`src/rtl/ctrl_pkg.sv`:
```
// ctrl_pkg
//   Shared types and constants for the multi-cycle RISC-V control unit:
//   FSM state encoding, decoded opcodes, ALU operation codes and the
//   select encodings of the datapath muxes driven by the controller.
package ctrl_pkg;

  typedef enum logic [3:0] {
    S_FETCH    = 4'd0,
    S_DECODE   = 4'd1,
    S_MEMADR   = 4'd2,
    S_MEMREAD  = 4'd3,
    S_MEMWB    = 4'd4,
    S_MEMWRITE = 4'd5,
    S_EXEC_R   = 4'd6,
    S_EXEC_I   = 4'd7,
    S_ALUWB    = 4'd8,
    S_BRANCH   = 4'd9,
    S_JAL      = 4'd10,
    S_ILLEGAL  = 4'd11
  } state_e;

  typedef enum logic [2:0] {
    ALU_ADD = 3'd0,
    ALU_SUB = 3'd1,
    ALU_AND = 3'd2,
    ALU_OR  = 3'd3,
    ALU_XOR = 3'd4,
    ALU_SLT = 3'd5,
    ALU_SLL = 3'd6,
    ALU_SRL = 3'd7
  } alu_op_e;

  localparam logic [6:0] OP_LOAD   = 7'b0000011;
  localparam logic [6:0] OP_STORE  = 7'b0100011;
  localparam logic [6:0] OP_RTYPE  = 7'b0110011;
  localparam logic [6:0] OP_ITYPE  = 7'b0010011;
  localparam logic [6:0] OP_BRANCH = 7'b1100011;
  localparam logic [6:0] OP_JAL    = 7'b1101111;

  localparam logic [2:0] F3_BEQ = 3'b000;
  localparam logic [2:0] F3_BNE = 3'b001;

  // Memory address select
  localparam logic ADR_PC     = 1'b0;
  localparam logic ADR_ALUOUT = 1'b1;

  // Result bus select
  localparam logic [1:0] RES_ALUOUT = 2'b00;
  localparam logic [1:0] RES_MDR    = 2'b01;
  localparam logic [1:0] RES_ALU    = 2'b10;

  // ALU operand A select
  localparam logic [1:0] SRCA_PC    = 2'b00;
  localparam logic [1:0] SRCA_OLDPC = 2'b01;
  localparam logic [1:0] SRCA_RS1   = 2'b10;

  // ALU operand B select
  localparam logic [1:0] SRCB_RS2  = 2'b00;
  localparam logic [1:0] SRCB_IMM  = 2'b01;
  localparam logic [1:0] SRCB_FOUR = 2'b10;

  // Immediate format select
  localparam logic [1:0] IMM_I = 2'b00;
  localparam logic [1:0] IMM_S = 2'b01;
  localparam logic [1:0] IMM_B = 2'b10;
  localparam logic [1:0] IMM_J = 2'b11;

endpackage

```
`src/rtl/alu_decoder.sv`:
```
// alu_decoder
//   Combinational funct3/funct7 decode for R- and I-type ALU instructions.
//   Ports:
//     funct3_i    instruction bits [14:12]
//     funct7b5_i  instruction bit 30 (selects SUB for R-type funct3=000)
//     is_rtype_i  instruction is R-type (I-type never subtracts)
//     alu_op_o    ALU operation
//     valid_o     funct3 maps to a supported operation
module alu_decoder
  import ctrl_pkg::*;
(
  input  logic [2:0] funct3_i,
  input  logic       funct7b5_i,
  input  logic       is_rtype_i,
  output alu_op_e    alu_op_o,
  output logic       valid_o
);

  always_comb begin
    alu_op_o = ALU_ADD;
    valid_o  = 1'b1;
    case (funct3_i)
      3'b000:  alu_op_o = (is_rtype_i && funct7b5_i) ? ALU_SUB : ALU_ADD;
      3'b111:  alu_op_o = ALU_AND;
      3'b110:  alu_op_o = ALU_OR;
      3'b100:  alu_op_o = ALU_XOR;
      3'b010:  alu_op_o = ALU_SLT;
      3'b001:  alu_op_o = ALU_SLL;
      3'b101:  alu_op_o = ALU_SRL;
      default: valid_o  = 1'b0;   // 011 (SLTU) is not supported
    endcase
  end

endmodule

```
`src/rtl/multicycle_control_unit.sv`:
```
// multicycle_control_unit
//   FSM that sequences each instruction of the multi-cycle RISC-V core over
//   3-5 cycles and drives the datapath mux selects and write enables.
//   Ports:
//     clk, rst        clock, asynchronous active-high reset
//     Instr           instruction register contents
//     EQ              ALU zero flag (branch resolution)
//     MemReady        shared memory completes the current access
//     PCWrite/IRWrite PC and IR/OldPC load enables
//     AdrSrc          memory address select
//     MemWrite        memory write request
//     RegWrite        register file write enable
//     ResultSrc       result bus select
//     ALUsrcA/B       ALU operand selects
//     ImmSrc          immediate format
//     ALUctrl         ALU operation
//     InstrRetired    pulse in an instruction's last cycle
//     Illegal         sticky unsupported-instruction flag
//
//   state      | meaning
//   FETCH      | read instruction at PC, PC <= PC+4 when memory ready
//   DECODE     | decode, precompute branch/jump target into ALUOut
//   MEMADR     | compute load/store effective address
//   MEMREAD    | load access, wait for memory
//   MEMWB      | write loaded data to rd
//   MEMWRITE   | store access, wait for memory
//   EXEC_R     | rs1 op rs2
//   EXEC_I     | rs1 op imm
//   ALUWB      | write ALUOut to rd
//   BRANCH     | compare rs1/rs2, load PC with target if taken
//   JAL        | PC <= target, ALUOut <= OldPC+4
//   ILLEGAL    | unsupported instruction, halted until reset
module multicycle_control_unit
  import ctrl_pkg::*;
#(
  parameter int DATA_WIDTH     = 32,
  parameter int ALU_CTRL_WIDTH = 3
) (
  input  logic                      clk,
  input  logic                      rst,
  input  logic [DATA_WIDTH-1:0]     Instr,
  input  logic                      EQ,
  input  logic                      MemReady,
  output logic                      PCWrite,
  output logic                      IRWrite,
  output logic                      AdrSrc,
  output logic                      MemWrite,
  output logic                      RegWrite,
  output logic [1:0]                ResultSrc,
  output logic [1:0]                ALUsrcA,
  output logic [1:0]                ALUsrcB,
  output logic [1:0]                ImmSrc,
  output logic [ALU_CTRL_WIDTH-1:0] ALUctrl,
  output logic                      InstrRetired,
  output logic                      Illegal
);

  state_e     state_q, state_d;
  logic       illegal_q, illegal_d;
  logic       is_store_q, is_store_d;

  logic [6:0] opcode;
  logic [2:0] funct3;
  logic       is_rtype;
  alu_op_e    alu_op;
  logic       alu_valid;
  logic       unused_instr;

  assign opcode       = Instr[6:0];
  assign funct3       = Instr[14:12];
  assign is_rtype     = (opcode == OP_RTYPE);
  // Only a subset of the instruction bits is decoded here.
  assign unused_instr = ^Instr;

  alu_decoder u_alu_decoder (
    .funct3_i   (funct3),
    .funct7b5_i (Instr[30]),
    .is_rtype_i (is_rtype),
    .alu_op_o   (alu_op),
    .valid_o    (alu_valid)
  );

  always_ff @(posedge clk or posedge rst) begin
    if (rst) begin
      state_q    <= S_FETCH;
      illegal_q  <= 1'b0;
      is_store_q <= 1'b0;
    end else begin
      state_q    <= state_d;
      illegal_q  <= illegal_d;
      is_store_q <= is_store_d;
    end
  end

  // Load/store kind is captured in DECODE so MEMADR does not depend on
  // Instr, which is only guaranteed meaningful in the decode/execute states.
  always_comb begin
    state_d    = state_q;
    is_store_d = is_store_q;
    case (state_q)
      S_FETCH:    if (MemReady) state_d = S_DECODE;
      S_DECODE: begin
        case (opcode)
          OP_LOAD: begin
            state_d    = S_MEMADR;
            is_store_d = 1'b0;
          end
          OP_STORE: begin
            state_d    = S_MEMADR;
            is_store_d = 1'b1;
          end
          OP_RTYPE:  state_d = alu_valid ? S_EXEC_R : S_ILLEGAL;
          OP_ITYPE:  state_d = alu_valid ? S_EXEC_I : S_ILLEGAL;
          OP_BRANCH: state_d = (funct3 == F3_BEQ || funct3 == F3_BNE) ? S_BRANCH : S_ILLEGAL;
          OP_JAL:    state_d = S_JAL;
          default:   state_d = S_ILLEGAL;
        endcase
      end
      S_MEMADR:   state_d = is_store_q ? S_MEMWRITE : S_MEMREAD;
      S_MEMREAD:  if (MemReady) state_d = S_MEMWB;
      S_MEMWB:    state_d = S_FETCH;
      S_MEMWRITE: if (MemReady) state_d = S_FETCH;
      S_EXEC_R:   state_d = S_ALUWB;
      S_EXEC_I:   state_d = S_ALUWB;
      S_ALUWB:    state_d = S_FETCH;
      S_BRANCH:   state_d = S_FETCH;
      S_JAL:      state_d = S_ALUWB;
      S_ILLEGAL:  state_d = S_ILLEGAL;
      default:    state_d = S_FETCH;
    endcase
    illegal_d = illegal_q | (state_d == S_ILLEGAL);
  end

  always_comb begin
    PCWrite      = 1'b0;
    IRWrite      = 1'b0;
    AdrSrc       = ADR_PC;
    MemWrite     = 1'b0;
    RegWrite     = 1'b0;
    ResultSrc    = RES_ALUOUT;
    ALUsrcA      = SRCA_PC;
    ALUsrcB      = SRCB_RS2;
    ImmSrc       = IMM_I;
    ALUctrl      = ALU_CTRL_WIDTH'(ALU_ADD);
    InstrRetired = 1'b0;
    case (state_q)
      S_FETCH: begin
        ALUsrcB   = SRCB_FOUR;
        ResultSrc = RES_ALU;
        IRWrite   = MemReady;
        PCWrite   = MemReady;
      end
      S_DECODE: begin
        ALUsrcA = SRCA_OLDPC;
        ALUsrcB = SRCB_IMM;
        ImmSrc  = (opcode == OP_JAL) ? IMM_J : IMM_B;
      end
      S_MEMADR: begin
        ALUsrcA = SRCA_RS1;
        ALUsrcB = SRCB_IMM;
        ImmSrc  = is_store_q ? IMM_S : IMM_I;
      end
      S_MEMREAD: AdrSrc = ADR_ALUOUT;
      S_MEMWB: begin
        ResultSrc    = RES_MDR;
        RegWrite     = 1'b1;
        InstrRetired = 1'b1;
      end
      S_MEMWRITE: begin
        AdrSrc       = ADR_ALUOUT;
        MemWrite     = 1'b1;
        InstrRetired = MemReady;
      end
      S_EXEC_R: begin
        ALUsrcA = SRCA_RS1;
        ALUsrcB = SRCB_RS2;
        ALUctrl = ALU_CTRL_WIDTH'(alu_op);
      end
      S_EXEC_I: begin
        ALUsrcA = SRCA_RS1;
        ALUsrcB = SRCB_IMM;
        ImmSrc  = IMM_I;
        ALUctrl = ALU_CTRL_WIDTH'(alu_op);
      end
      S_ALUWB: begin
        RegWrite     = 1'b1;
        InstrRetired = 1'b1;
      end
      S_BRANCH: begin
        ALUsrcA      = SRCA_RS1;
        ALUsrcB      = SRCB_RS2;
        ALUctrl      = ALU_CTRL_WIDTH'(ALU_SUB);
        InstrRetired = 1'b1;
        PCWrite      = (funct3 == F3_BNE) ? ~EQ : EQ;
      end
      S_JAL: begin
        ALUsrcA = SRCA_OLDPC;
        ALUsrcB = SRCB_FOUR;
        PCWrite = 1'b1;
      end
      default: ;  // ILLEGAL: every enable stays low
    endcase
  end

  assign Illegal = illegal_q;

endmodule

```
`config.mk`:
```
export PLATFORM = sky130hd
export DESIGN_NAME = multicycle_control_unit
export DESIGN_NICKNAME = d
export VERILOG_FILES = /design/src/rtl/ctrl_pkg.sv /design/src/rtl/alu_decoder.sv /design/src/rtl/multicycle_control_unit.sv
export SDC_FILE = /design/constraint.sdc
export NUM_CORES = 1
export LEC_CHECK = 0
export ABC_AREA = 1
export CAP_MARGIN = 25
export CORE_MARGIN = 4
export CORE_UTILIZATION = 44
export DETAILED_ROUTE_END_ITERATION = 8
export DONT_BUFFER_PORTS = 1
export GPL_TIMING_DRIVEN = 0
export PLACE_DENSITY_LB_ADDON = 0.12
export SLEW_MARGIN = 20
export SYNTH_ARGS = -nofsm -noshare
export SYNTH_HDL_FRONTEND = slang
export SYNTH_SLANG_ARGS = --single-unit
```
`constraint.sdc`:
```
create_clock -name clk -period 1.5 [get_ports clk]
set_clock_uncertainty 0.05 [all_clocks]
set_input_delay 0.3 -clock clk [delete_from_list [all_inputs] [get_ports clk]]
set_output_delay 0.3 -clock clk [all_outputs]
set_load 0.05 [all_outputs]
```
## After elaboration in Yosys (flattened, before gate mapping)

Index checks and enable logic that the tools add are counted.

- Eq/ne operators: 24
- Multiplexer cells: 27
- Bitwise gates (word level): 2
- Reduce and logical (&&, ||, !) cells: 17

Operator list:

| cell | count |
|---|---|
| 4-bit case mux with 7 select lines | 1 |
| 3-bit case mux with 7 select lines | 1 |
| 4-bit equality test, second input constant | 5 |
| 4-bit two-way mux | 5 |
| 4-bit case mux with 5 select lines | 1 |
| 4-bit by 3-bit equality test with 1-bit output, second input constant | 4 |
| 2-bit case mux with 2 select lines | 4 |
| 7-bit by 6-bit equality test with 1-bit output, second input constant | 2 |
| 7-bit equality test, second input constant | 2 |
| 3-bit equality test, second input constant | 4 |
| 2-bit OR reduction | 6 |
| 1-bit two-way mux | 9 |
| 3-bit OR reduction | 3 |
| 4-bit by 2-bit equality test with 1-bit output, second input constant | 2 |
| 7-bit by 2-bit equality test with 1-bit output, second input constant | 1 |
| 7-bit by 5-bit equality test with 1-bit output, second input constant | 1 |
| 7-bit OR reduction | 1 |
| 3-bit case mux with 2 select lines | 1 |
| 4-bit by 1-bit equality test with 1-bit output, second input constant | 1 |
| 4-bit zero test | 1 |
| 1-bit case mux with 2 select lines | 2 |
| 4-bit OR reduction | 1 |
| 3-bit by 1-bit equality test with 1-bit output, second input constant | 1 |
| 3-bit by 2-bit equality test with 1-bit output, second input constant | 1 |
| other kinds (10) | 10 |

- Flip-flop bits (word level): 6
- Input port bits: 36
- Output and inout port bits: 18
- Logic and storage cells: 73

## Longest topological paths before layout

Gate-level depths: netlist of the first run.

- Depth after elaboration: 8
- Mapped depth: 10
- Gate-level depth less buffers: 10

## Modules after synthesis

A second synthesis of the first run with hierarchy kept.

- Cells, all modules: 125
- Area, all modules: 683.2 sq um

Modules (own cells, without submodules):

| module | instances | cells each | area an instance (sq um) | seq. area each (sq um) |
|---|---|---|---|---|
| multicycle_control_unit | 1 | 109 | 620.6 | 150.1 |
| alu_decoder | 1 | 16 | 62.6 | 0.0 |

## Worst setup path after synthesis of the first run

Ideal clock, no wire load.

- Kind: register to output
- Start: register state_q[2]
- End: output ImmSrc[0]
- Arrival time: 2,065 ps
- Required time: 1,150 ps
- Path slack: -915 ps
- Stages on the path, launching flop included: 6
- Buffers on the path: 0
- Cells stage by stage: dfrtp_1 > nor2_4 > inv_4 > nor2_8 > inv_4 > o21ai_0

- Word-level cells in the longest chain between the ends: 2
- Elaborated cells on any way between the ends: 3
- Those cells by class: eq/ne (2); mux (1)

Ends and longest elaborated chain:

| element | line | text |
|---|---|---|
| start, declared | multicycle_control_unit.sv:58 | `state_e state_q, state_d;` |
| start signal, assigned | multicycle_control_unit.sv:89 | `state_q <= state_d;` |
| 4-bit by 2-bit equality test with 1-bit output or 4-bit by 1-bit equality test with 1-bit output (tied branches) | multicycle_control_unit.sv:146 | `case (state_q)` |
| 2-bit case mux with 2 select lines * | multicycle_control_unit.sv:146 |  |
| end, declared | multicycle_control_unit.sv:52 | `output logic [1:0] ImmSrc,` |

Mark *: on every way between the ends. The rest lies on a longest branch, timed or not.

## Worst setup path in the final report of the first run

- Start: register state_q[2]
- End: output ALUsrcB[0]

- Word-level cells in the longest chain between the ends: 3
- Elaborated cells on any way between the ends: 8
- Those cells by class: eq/ne (4); mux (1); reduce/logical (3)

Ends and longest elaborated chain:

| element | line | text |
|---|---|---|
| 4-bit by 1-bit equality test with 1-bit output, or another cell as far along | multicycle_control_unit.sv:146 |  |
| 3-bit OR reduction (no source line) or 2-bit OR reduction (tied branches) | -- |  |
| 2-bit case mux with 2 select lines * | multicycle_control_unit.sv:146 |  |
| end, declared | multicycle_control_unit.sv:51 | `output logic [1:0] ALUsrcB,` |

Marks and branches as above.

==> key figures, run 1 <==
Run status
  – Status: complete, but fails checks
  – Failing checks: negative setup slack

Critical path
  – Critical path endpoint category: primary output
  – Reg-to-Reg Start: state_q[2]$_DFF_PP0_
  – Critical path startpoint category: flip-flop
  – CP Data Arrival Time: ~1700 ps
  – Critical Path, Cell by Cell: nor2_4, inv_4, nor2_8, inv_6, o211ai_1
  – Crit-path max cell delay: 470 ps
  – Slowest CP cell: o211ai_1
  – Cells on worst reg2reg path: 9
  – R2r endpoint: is_store_q$_DFFE_PP0P_
  – R2r setup slk: -140 ps
  – WS Path Type: reg -> out
  – CP Max Fanout: 7
  – WP data required: 1150 ps

Cells and area
  – Fillers: ~110
  – Final Cell Area: between 0.001 and 0.0015 mm2
  – ANT cells: 0
  – Synth-to-Final Area Change: 59.6%
  – Fraction of layout cells with a size suffix above 1: around 47%
  – Layout Nets: 175

Die
  – Die W: 47.5 um
  – Die H: between 40 and 50 um
  – Starting Density: 46.2%
  – I/O Pins: 54
  – # rows: 14
  – Core area: 0.00149 mm2
  – Die footprint: 0.00226 mm2

Power and ir drop
  – Sw frac: 64.0%
  – Comb pwr share: 83.3%
  – Clock Power Share: 5.5%
  – Static leakage: 0.539 nW
  – Cell Pwr Density: 2420 mW/mm2
  – PnR Total Power: ~2.7 mW
  – Psw: 1.70 mW
  – Flop pwr share: 11.2%
  – Largest vdd supply drop: 0.972 mV
  – Int Pwr: 0.958 mW

CTS
  – CTS buffer count: 3
  – Clk slew on worst S/H paths: approximately 40 ps
  – Clk sinks: 6
  – Root buffer cell: clkbuf_4
  – Max Buffers Root-to-Sink: 2
  – H-tree depth: 1
  – Insertion delay to the later sink of the worst-skew pair: between 200 and 250 ps
  – TritonCTS clock tree: yes

Timing
  – FMAX: around 490 MHz
  – Final setup viols: 20
  – Crit path time final: 2050 ps
  – Worst setup margin: -546 ps
  – Period utilization: 136%
  – Hold violation count in the final report: 0
  – Slew margin rel.: 29.9%
  – Slew Viols, Final: 0
  – Worst hold slack: 191 ps
  – RSZ-0062 raised after global routing: true
  – Worst Tran Pin Value: 1050 ps

Min path
  – Hold Path Cell Cnt: 3
  – Hold path endpoint: is_store_q$_DFFE_PP0P_
  – Hold Startpoint: Instr[4]
  – Hold Path Class: in -> reg

Global routing
  – Initial antenna violation count: 0
  – Largest net degree at the start of global routing: 8
  – Number of global-route vias before repair: 688
  – Grt ovf: 0
  – GRT Total Usage: 17.3%
  – First-pass GRT wire length: ~2800 um

Yosys
  – Cell taking the most area after synthesis: dfrtp_1
  – Syn nets: 154
  – YS warnings: 0
  – Sequential element share of the synthesized area: 21.8%
  – Post-Syn Area per Cell: 5.83 um2
  – Mapped Cells: 118
  – Top cell type's share of synthesized area: 21.8%
  – Synth Cell Area: ~690 um2
  – Synthesis-stage register bit count: 6
  – Netlist cell types: 20
  – Largest cells by area after synthesis: dfrtp_1 22%, nand2_1 15%, inv_1 13%, nor2_1 11%, nand3_1 9.5%

Routing
  – Final WL: between 2000 and 2500 um
  – DRT Pass-1 Iters: 4
  – WL per Instance: 14.2 um
  – Drt drc: 0
  – Vias: about 810
  – Antenna Nets Post-Route: 0
  – First DRT Iteration DRCs: 12
  – Avg Vias per Cell: 5.31

Placed design
  – IO buf count: 0
  – Post-detail-place hpwl: approximately 1400 um
  – Pre-CTS setup slack: -367 ps
  – Cell Area, Placed: ~760 um2
  – GP Congestion: roughly 0.86

Run
  – Max-cap viol count: 0
-- cell usage in the layout (no fill, tap or decap), types with 2 or more instances in the layout --
cell,instances
nor2_1,15
nor2_4,7
nand2_8,2
clkinvlp_4,2
nand2_1,21
dfrtp_2,2
buf_6,2
nand3_1,9
nand2_2,5
nor2_2,2
inv_1,15
o21ai_2,2
inv_2,5
buf_4,12
o21ai_4,3
nand2_4,3
clkbuf_4,3
nand3_4,4
dfrtp_1,4
inv_4,3
nand4_1,3
-- registers in the layout, indices dropped and copies added (netlist names) --
signal	count
state_q	4
Illegal	1
is_store_q	1
-- cell usage after synthesis, drive strengths merged --
cell and n:
a21oi 3, dfrtp 6, inv 26, nand2 31
nand3 14, nand4 3, nor2 25, nor3 2
nor3b 1, o2111ai 1, o211ai 1, o21ai 5
-- timing repair --
action / in CTS / in global routing
gates resized for setup: 39 / 12
hold buffers: 1 / 0
setup buffers: 12 / 4
pin swaps: 11 / 13
endpoints found under the setup margin: 17 / 21
endpoints found under the hold margin: 6 / 0
-- logic make-up after synthesis --
| family | count (synthesis) | share of synthesized area (%) |
|---|---|---|
| flip-flops | 6 | 21.8 |
| buffers and inverters | 26 | 14.9 |
| AND/OR/NAND/NOR | 76 | 55.1 |
| AO/OA/AOI/OAI | 10 | 8.18 |
-- power groups by stage --
stage	clock network, mW	logic [mW]	registers (mW)
after floorplan	0	1.39	0.278
after global routing	0.163	2.33	0.307
after detailed placement	0	1.51	0.287
after CTS	0.153	2.08	0.291
final	0.145	2.22	0.299
after global placement	0	1.51	0.283
-- metrics by stage --
| step | util [%] | TNS [ps] | std cells |
|---|---|---|---|
| 2_1_floorplan | - | -1290 | 118 |
| 3_3_place_gp | 51.1 | -2290 | 134 |
| 3_5_place_dp | 51.1 | -2400 | 134 |
| 4_1_cts | 69.7 | -5290 | 150 |
| 5_1_grt | 73.8 | -6570 | 153 |
| 6_report | 73.8 | -5350 | 153 |
-- critical path: cells and delay by family, from the launching register on --
| kind | cells | cell delay, ps |
|---|---|---|
| buffers and inverters | 2 | 120 |
| AOI/OAI and AO/OA | 1 | 470 |
| and+or+nand+nor | 2 | 430 |
| DFF | 1 | 430 |
-- worst max path at each step --
stage	cells past startpoint	slack (ps)	to	from
after global routing	5	-600	ALUsrcB[0]	state_q[2]$_DFF_PP0_
after detailed placement	5	-370	ALUsrcB[0]	state_q[2]$_DFF_PP0_
after global placement	5	-370	ALUsrcB[0]	state_q[2]$_DFF_PP0_
after floorplan	5	-260	ALUsrcB[0]	state_q[2]$_DFF_PP0_
final	5	-550	ALUsrcB[0]	state_q[2]$_DFF_PP0_
after CTS	5	-560	ALUsrcB[0]	state_q[2]$_DFF_PP0_
-- per-layer routing --
metal	vias to the layer above	GRT usage [%]	wire [um]
met3	0	4.89	169
li1	410	-	-
met1	370	21.2	855
met2	32	31.3	1150
met5	-	0	0
met4	0	1.61	0
-- cell type report --
cell class                 count  area, um2  area share (%)
multi-input combinational     86        643            58.5
sequential                     6        153            13.9
timing repair buffer          16        143            13.0
inverter                      26        118            10.7
clock buffer                   3       22.5            2.05
tap                           16       20.0            1.82
(Power assumes the default switching activity.)
==> run 2: changes to the inputs <==
ABC_AREA = 0   (was 1)
SKIP_CTS_REPAIR_TIMING = 1   (was default)
==> run 2 against run 1 <==
The run still ends with negative setup slack left; synthesized cell count fell by 8.5%; die area rose by 12%; sequential share of layout area fell by 1.5 points; register-to-register slack barely moved; highest routed layer is now met4; clock power barely moved; wire length rose by 3.1%; combinational power rose by 12%; critical path depth fell by 2; sequential cell count did not move; final area rose by 11%; via count rose by 5.9%.
==> key figures, run 2 <==
Run status
  – Status: complete, but fails checks
  – Failing checks: negative setup slack

Critical path
  – Slowest CP cell: nor4_4
  – Critical Path, Cell by Cell: buf_6, nor4_4, and2_4
  – WP data required: roughly 1200 ps
  – WS Path Type: reg -> out
  – Crit path buf inv count: 1
  – CP Max Fanout: 5
  – CP Data Arrival Time: around 1800 ps
  – Crit-path leading delay family: simple AND/OR/NAND/NOR gates
  – Critical path endpoint category: primary output
  – Critical path startpoint category: flip-flop
  – Crit-path max cell delay: 700 ps

Die
  – Die H: slightly above 50 um
  – Starting Density: 46.4%
  – Core area: 0.00171 mm2
  – # rows: 15
  – Die W: 50.4 um
  – I/O Pins: 54
  – Die footprint: approximately 0.0025 mm2

CTS
  – CTS buffer count: 3
  – Clk slew on worst S/H paths: 50 ps
  – Root buffer cell: clkbuf_4
  – H-tree depth: 1
  – Clk sinks: 6
  – Insertion delay to the later sink of the worst-skew pair: 240 ps
  – Max Buffers Root-to-Sink: 2
  – TritonCTS clock tree: yes

Yosys
  – Post-synth ARST share: 100%
  – Mapped Cells: 108
  – Cell taking the most area after synthesis: dfrtp_1
  – Synthesis-stage register bit count: 6
  – Post-synth EDFFs: 0
  – Largest cells by area after synthesis: dfrtp_1 19%, nor2_1 5.7%, nor2b_1 4.7%, nand2_1 4.3%, o21ai_0 3.8%
  – Post-Syn Area per Cell: 7.33 um2
  – Syn nets: 144
  – Top cell type's share of synthesized area: 19.0%
  – Sequential element share of the synthesized area: 19.0%
  – Synth Flop Type: dfrtp_1
  – YS warnings: 0
  – Most frequent cell after synthesis: nor2_1
  – Post-synth top cells: 12 x nor2_1, 9 x nand2_1, 6 x dfrtp_1, 6 x nor2b_1, 6 x o21ai_0
  – Netlist cell types: 46
  – Synth Cell Area: 792 um2

Global routing
  – First-pass GRT wire length: between 3000 and 4000 um
  – Number of global-route vias before repair: 799
  – Grt ovf: 0
  – GRT Total Usage: about 18%
  – Initial antenna violation count: 0
  – Largest net degree at the start of global routing: 11

Routing
  – WL per Instance: around 15 um
  – Final WL: 2240 um
  – First DRT Iteration DRCs: 12
  – Antenna Nets Post-Route: 0
  – DRT Pass-1 Iters: 4
  – Avg Vias per Cell: 5.85
  – Drt drc: 0
  – Vias: between 800 and 900

Cells and area
  – Fraction of layout cells with a size suffix above 1: 47.5%
  – Number of flip-flops under the largest register name: 4
  – Layout Nets: 160
  – ANT cells: 0
  – Largest register by flop count: state_q
  – Synth-to-Final Area Change: 54.3%
  – Final non-filler cell total: about 150
  – Most frequent cells in the layout: 8 x buf_6, 8 x nand2_1, 6 x nor2_1, 6 x nor2_4, 6 x buf_4

Timing
  – Slew Viols, Final: 0
  – FMAX: between 400 and 500 MHz
  – Crit path time final: 2180 ps
  – Worst hold slack: 141 ps
  – Final setup viols: 18
  – Worst Tran Pin Value: 765 ps
  – Slew margin rel.: slightly below 50%
  – Hold violation count in the final report: 0
  – Setup TNS: -6420 ps
  – RSZ-0062 raised after global routing: true
  – Period utilization: 145%
  – Worst setup margin: -676 ps

Placed design
  – Post-detail-place hpwl: 1610 um
  – Cells after DPL: around 130
  – GP Congestion: a little under 0.8
  – IO buf count: 0

Power and ir drop
  – Sw frac: 60.4%
  – Static leakage: 0.456 nW
  – Cell Pwr Density: 2450 mW/mm2
  – Int Pwr: 1.18 mW
  – Psw: about 1.8 mW
  – PnR Total Power: 2.99 mW
  – Flop pwr share: about an eighth
  – Clock Power Share: between 4 and 5%
  – Largest vdd supply drop: between 1 and 1.5 mV
  – Comb pwr share: 83.3%

Min path
  – Hold Path Class: in -> reg

Run
  – Max-cap viol count: 0
run 2: changes by cell type after synthesis, moves of 3 or more:
cell,change
xor2_1,+3
nand2_1,-19
nor2b_1,+6
nand2b_1,+3
nor2_1,-9
inv_1,-20
nand3_1,-10
xnor2_1,+3
buf_2,+5
nor3_1,+4
run 2: path summary, 6_finish.rpt:
kind                       slack [ps]              startpoint                endpoint  cells past startpoint
max                              -680    state_q[3]$_DFF_PP0_                 IRWrite                      3
min                               140                Instr[5]  is_store_q$_DFFE_PP0P_                      1
max reg2reg                      -150    state_q[3]$_DFF_PP0_       Illegal$_DFF_PP0_                      6
min reg2reg                       540  is_store_q$_DFFE_PP0P_  is_store_q$_DFFE_PP0P_                      1
max in group asynchronous         830                     rst    state_q[1]$_DFF_PP0_                      2
min in group asynchronous         360                     rst  is_store_q$_DFFE_PP0P_                      2
run 2: layout make-up:
cell class	instances	area [um2]
buffer	7	98.8
timing repair buffer	11	100
tap	25	31.3
inverter	5	27.5
sequential	6	151
fill	129	485
clock buffer	3	22.5
multi-input combinational	90	791
run 2: through the flow:
stage	setup WS, ps	instance area (um2)	utilization [%]
finish	-676	1220	71.6
global route	-728	1220	71.6
CTS	-828	1050	61.5
detailed placement	-565	1030	60.2
global placement	-560	1030	60.2
floorplan	-492	997	-
run 2: cells by family after synthesis:
logic type	share of synthesized area [%]
multiplexers	4.11
AO/OA/AOI/OAI	22.0
AND/OR/NAND/NOR	41.6
XOR/XNOR	6.64
buffers and inverters	6.79
flip-flops	19.0
run 2: power groups by stage:
stage | Clock, mW | Sequential, mW | Combinational [mW]
6_report | 0.144 | 0.356 | 2.49
5_1_grt | 0.172 | 0.373 | 2.63
4_1_cts | 0.152 | 0.351 | 2.13
3_5_place_dp | 0 | 0.353 | 2.13
3_3_place_gp | 0 | 0.354 | 2.10
2_1_floorplan | 0 | 0.336 | 1.95
run 2: layer usage:
layer  up-vias  GRT usage (%)  wire [um]
li1        417              -          -
met1       405           21.3        923
met2        36           26.5       1140
met3         2           5.64        167
met4         0           10.8         10
met5         -              0          0
run 2: worst reg2reg max path, delay by kind of cell, from the launching register on:
kind / cells / cell delay, ps
flops: 1 / 380
buf+inv: 2 / 270
simple gates: 1 / 280
compound gates: 3 / 570
==> run 3: changes to the inputs <==
SYNTH_HIERARCHICAL = 1   (was default)
==> run 3 against run 2 <==
Largest cell class unchanged; final area down 0.10%; power rose by 3.2%; non-clock buffer count up 2; register-to-register slack is essentially flat; sequential share of layout area hardly changed; first-iteration DRC count is 17% lower; critical path type unchanged; global-route usage down 1.2 points; count of clock-buffer cells in the layout is the same; wire length is 0.13% higher; the run still ends with negative setup slack left; critical path depth is 1 higher; area after synthesis is 11% lower.
==> key figures, run 3 <==
Run status
  – Status: complete, but fails checks
  – Failing checks: negative setup slack

Yosys
  – Syn nets: 135
  – YS warnings: 6
  – Post-synth ARST share: 100%
  – Cell taking the most area after synthesis: dfrtp_1
  – Synthesis-stage register bit count: 6
  – Mapped Cells: 99
  – Largest cells by area after synthesis: dfrtp_1 21%, nor2_1 5.9%, nor3_1 5.0%, xnor2_1 5.0%, nand2_1 4.8%
  – Post-Syn Area per Cell: 7.10 um2
  – Sequential element share of the synthesized area: 21.4%
  – Synth Flop Type: dfrtp_1
  – Post-synth top cells: 11 x nor2_1, 9 x nand2_1, 7 x nor3_1, 6 x dfrtp_1
  – Synth Cell Area: 703 um2
  – Netlist cell types: 41
  – Top cell type's share of synthesized area: 21.4%
  – Most frequent cell after synthesis: nor2_1
  – Post-synth EDFFs: 0

Power and ir drop
  – Sw frac: roughly 57%
  – Psw: 1.76 mW
  – Int Pwr: approximately 1.3 mW
  – Static leakage: roughly 0.47 nW
  – Comb pwr share: 86.2%
  – Cell Pwr Density: about 2500 mW/mm2
  – Largest vdd supply drop: 1.61 mV
  – Flop pwr share: 9.1%
  – Clock Power Share: 4.7%

Cells and area
  – ANT cells: 0
  – Fillers: 94
  – Fraction of layout cells with a size suffix above 1: 55.2%
  – Most frequent cells in the layout: 9 x buf_6, 6 x nor2_4, 6 x nand2_1
  – Commonest non-fill, non-tap cell in the layout: buf_6
  – Largest register by flop count: state_q
  – Synth-to-Final Area Change: 73.7%
  – Number of flip-flops under the largest register name: 4
  – Reg area: 151 um2
  – Layout Nets: roughly 150
  – Footprint of the multi-input gates: approximately 750 um2

Critical path
  – Crit path buf inv count: 2
  – WS Path Type: reg -> out
  – Reg-to-Reg Start: state_q[3]$_DFF_PP0_
  – Critical path startpoint category: flip-flop
  – Slowest CP cell: nor4_4
  – R2r endpoint: Illegal$_DFF_PP0_
  – CP Data Arrival Time: 1860 ps
  – WP data required: 1150 ps
  – Crit-path max cell delay: 640 ps
  – Cells on worst reg2reg path: 6
  – CP Max Fanout: 4
  – Critical path endpoint category: primary output
  – Critical Path, Cell by Cell: buf_6, clkbuf_16, nor4_4, and2_4
  – Crit-path leading delay family: simple AND/OR/NAND/NOR gates
  – R2r setup slk: -160 ps

CTS
  – Clk sinks: 6
  – Insertion delay to the later sink of the worst-skew pair: 240 ps
  – Clk slew on worst S/H paths: 40 ps
  – H-tree depth: 1
  – Root buffer cell: clkbuf_4
  – TritonCTS clock tree: yes
  – Max Buffers Root-to-Sink: 2
  – CTS buffer count: 3

Routing
  – Antenna Nets Post-Route: 0
  – Final WL: 2250 um
  – First DRT Iteration DRCs: 10
  – WL per Instance: between 15 and 20 um
  – Avg Vias per Cell: 5.99
  – DRT Pass-1 Iters: 4
  – Vias: 791
  – Drt drc: 0

Global routing
  – First-pass GRT wire length: around 2700 um
  – Largest net degree at the start of global routing: 11
  – GRT Total Usage: 16.3%
  – Grt ovf: 0
  – Number of global-route vias before repair: 632
  – Initial antenna violation count: 0

Die
  – Die H: 48.0 um
  – Starting Density: a little under half
  – Die footprint: 0.00230 mm2
  – Die W: around 48 um
  – Core area: about 0.0015 mm2
  – # rows: 14
  – I/O Pins: 54

Timing
  – Slew margin rel.: 49.3%
  – Slew Viols, Final: 0
  – Worst setup margin: -712 ps
  – FMAX: 452 MHz
  – Setup TNS: -7360 ps
  – Final setup viols: 20
  – RSZ-0062 raised after global routing: true
  – Hold violation count in the final report: 0
  – Crit path time final: 2210 ps
  – Worst Tran Pin Value: about 760 ps
  – Period utilization: 147%

Min path
  – Hold Path Class: in -> reg
  – Hold Startpoint: Instr[5]
  – Hold Path Cell Cnt: 1
  – Hold path endpoint: is_store_q$_DFFE_PP0P_

Placed design
  – Pre-CTS setup slack: -518 ps
  – GP Congestion: 0.743
  – Post-detail-place hpwl: 1430 um
  – IO buf count: 0

Run
  – Max-cap viol count: 0
[run 3: per-stage QoR]
step / utilization (%) / std cells / area, um2 / hold slack, ps / total power [mW]
4_1_cts: 60.3 / 118 / 908 / -192 / 2.35
6_report: 81.1 / 132 / 1220 / 149 / 3.09
3_5_place_dp: 58.8 / 115 / 886 / 63.7 / 2.20
3_3_place_gp: 58.8 / 115 / 886 / 59.3 / 2.18
5_1_grt: 81.1 / 132 / 1220 / 143 / 3.22
2_1_floorplan: - / 99 / 866 / 41.0 / 2.03
[run 3: cell type report]
cell class | instances | area share (%)
multi-input cells | 81 | 61.8
flip-flops and latches | 6 | 12.4
repair buffers | 14 | 12.3
plain buffers | 6 | 7.68
inverters | 6 | 2.36
clock buffers | 3 | 1.84
well taps | 16 | 1.64
[run 3: cells by family after synthesis]
family	count (synthesis)	share of synthesized area, %
AO/OA/AOI/OAI	23	22.4
XOR/XNOR	5	6.23
buffers and inverters	12	7.47
flip-flops	6	21.4
multiplexers	3	4.45
AND/OR/NAND/NOR	50	38.1
[run 3: power groups by stage]
stage | clock, mW | sequential [mW] | combinational [mW]
2_1_floorplan | 0 | 0.267 | 1.76
3_3_place_gp | 0 | 0.275 | 1.90
3_5_place_dp | 0 | 0.279 | 1.92
4_1_cts | 0.148 | 0.276 | 1.93
5_1_grt | 0.156 | 0.292 | 2.77
6_report | 0.144 | 0.282 | 2.66
[run 3: how the worst max path moves through the flow]
stage,cells past startpoint,slack [ps],endpoint,from
floorplan,4,-470,IRWrite,state_q[1]$_DFF_PP0_
detailed placement,4,-520,IRWrite,state_q[1]$_DFF_PP0_
CTS,4,-780,IRWrite,state_q[1]$_DFF_PP0_
global route,4,-790,IRWrite,state_q[0]$_DFF_PP0_
global placement,4,-500,IRWrite,state_q[1]$_DFF_PP0_
finish,4,-710,IRWrite,state_q[0]$_DFF_PP0_
[run 3: routing by layer]
layer / global-route usage (%) / vias up / wire length, um
li1: - / 388 / -
met1: 21.3 / 379 / 940
met2: 26.9 / 24 / 1150
met3: 5.64 / 0 / 152
met4: 1.61 / 0 / 0
met5: 0 / - / 0
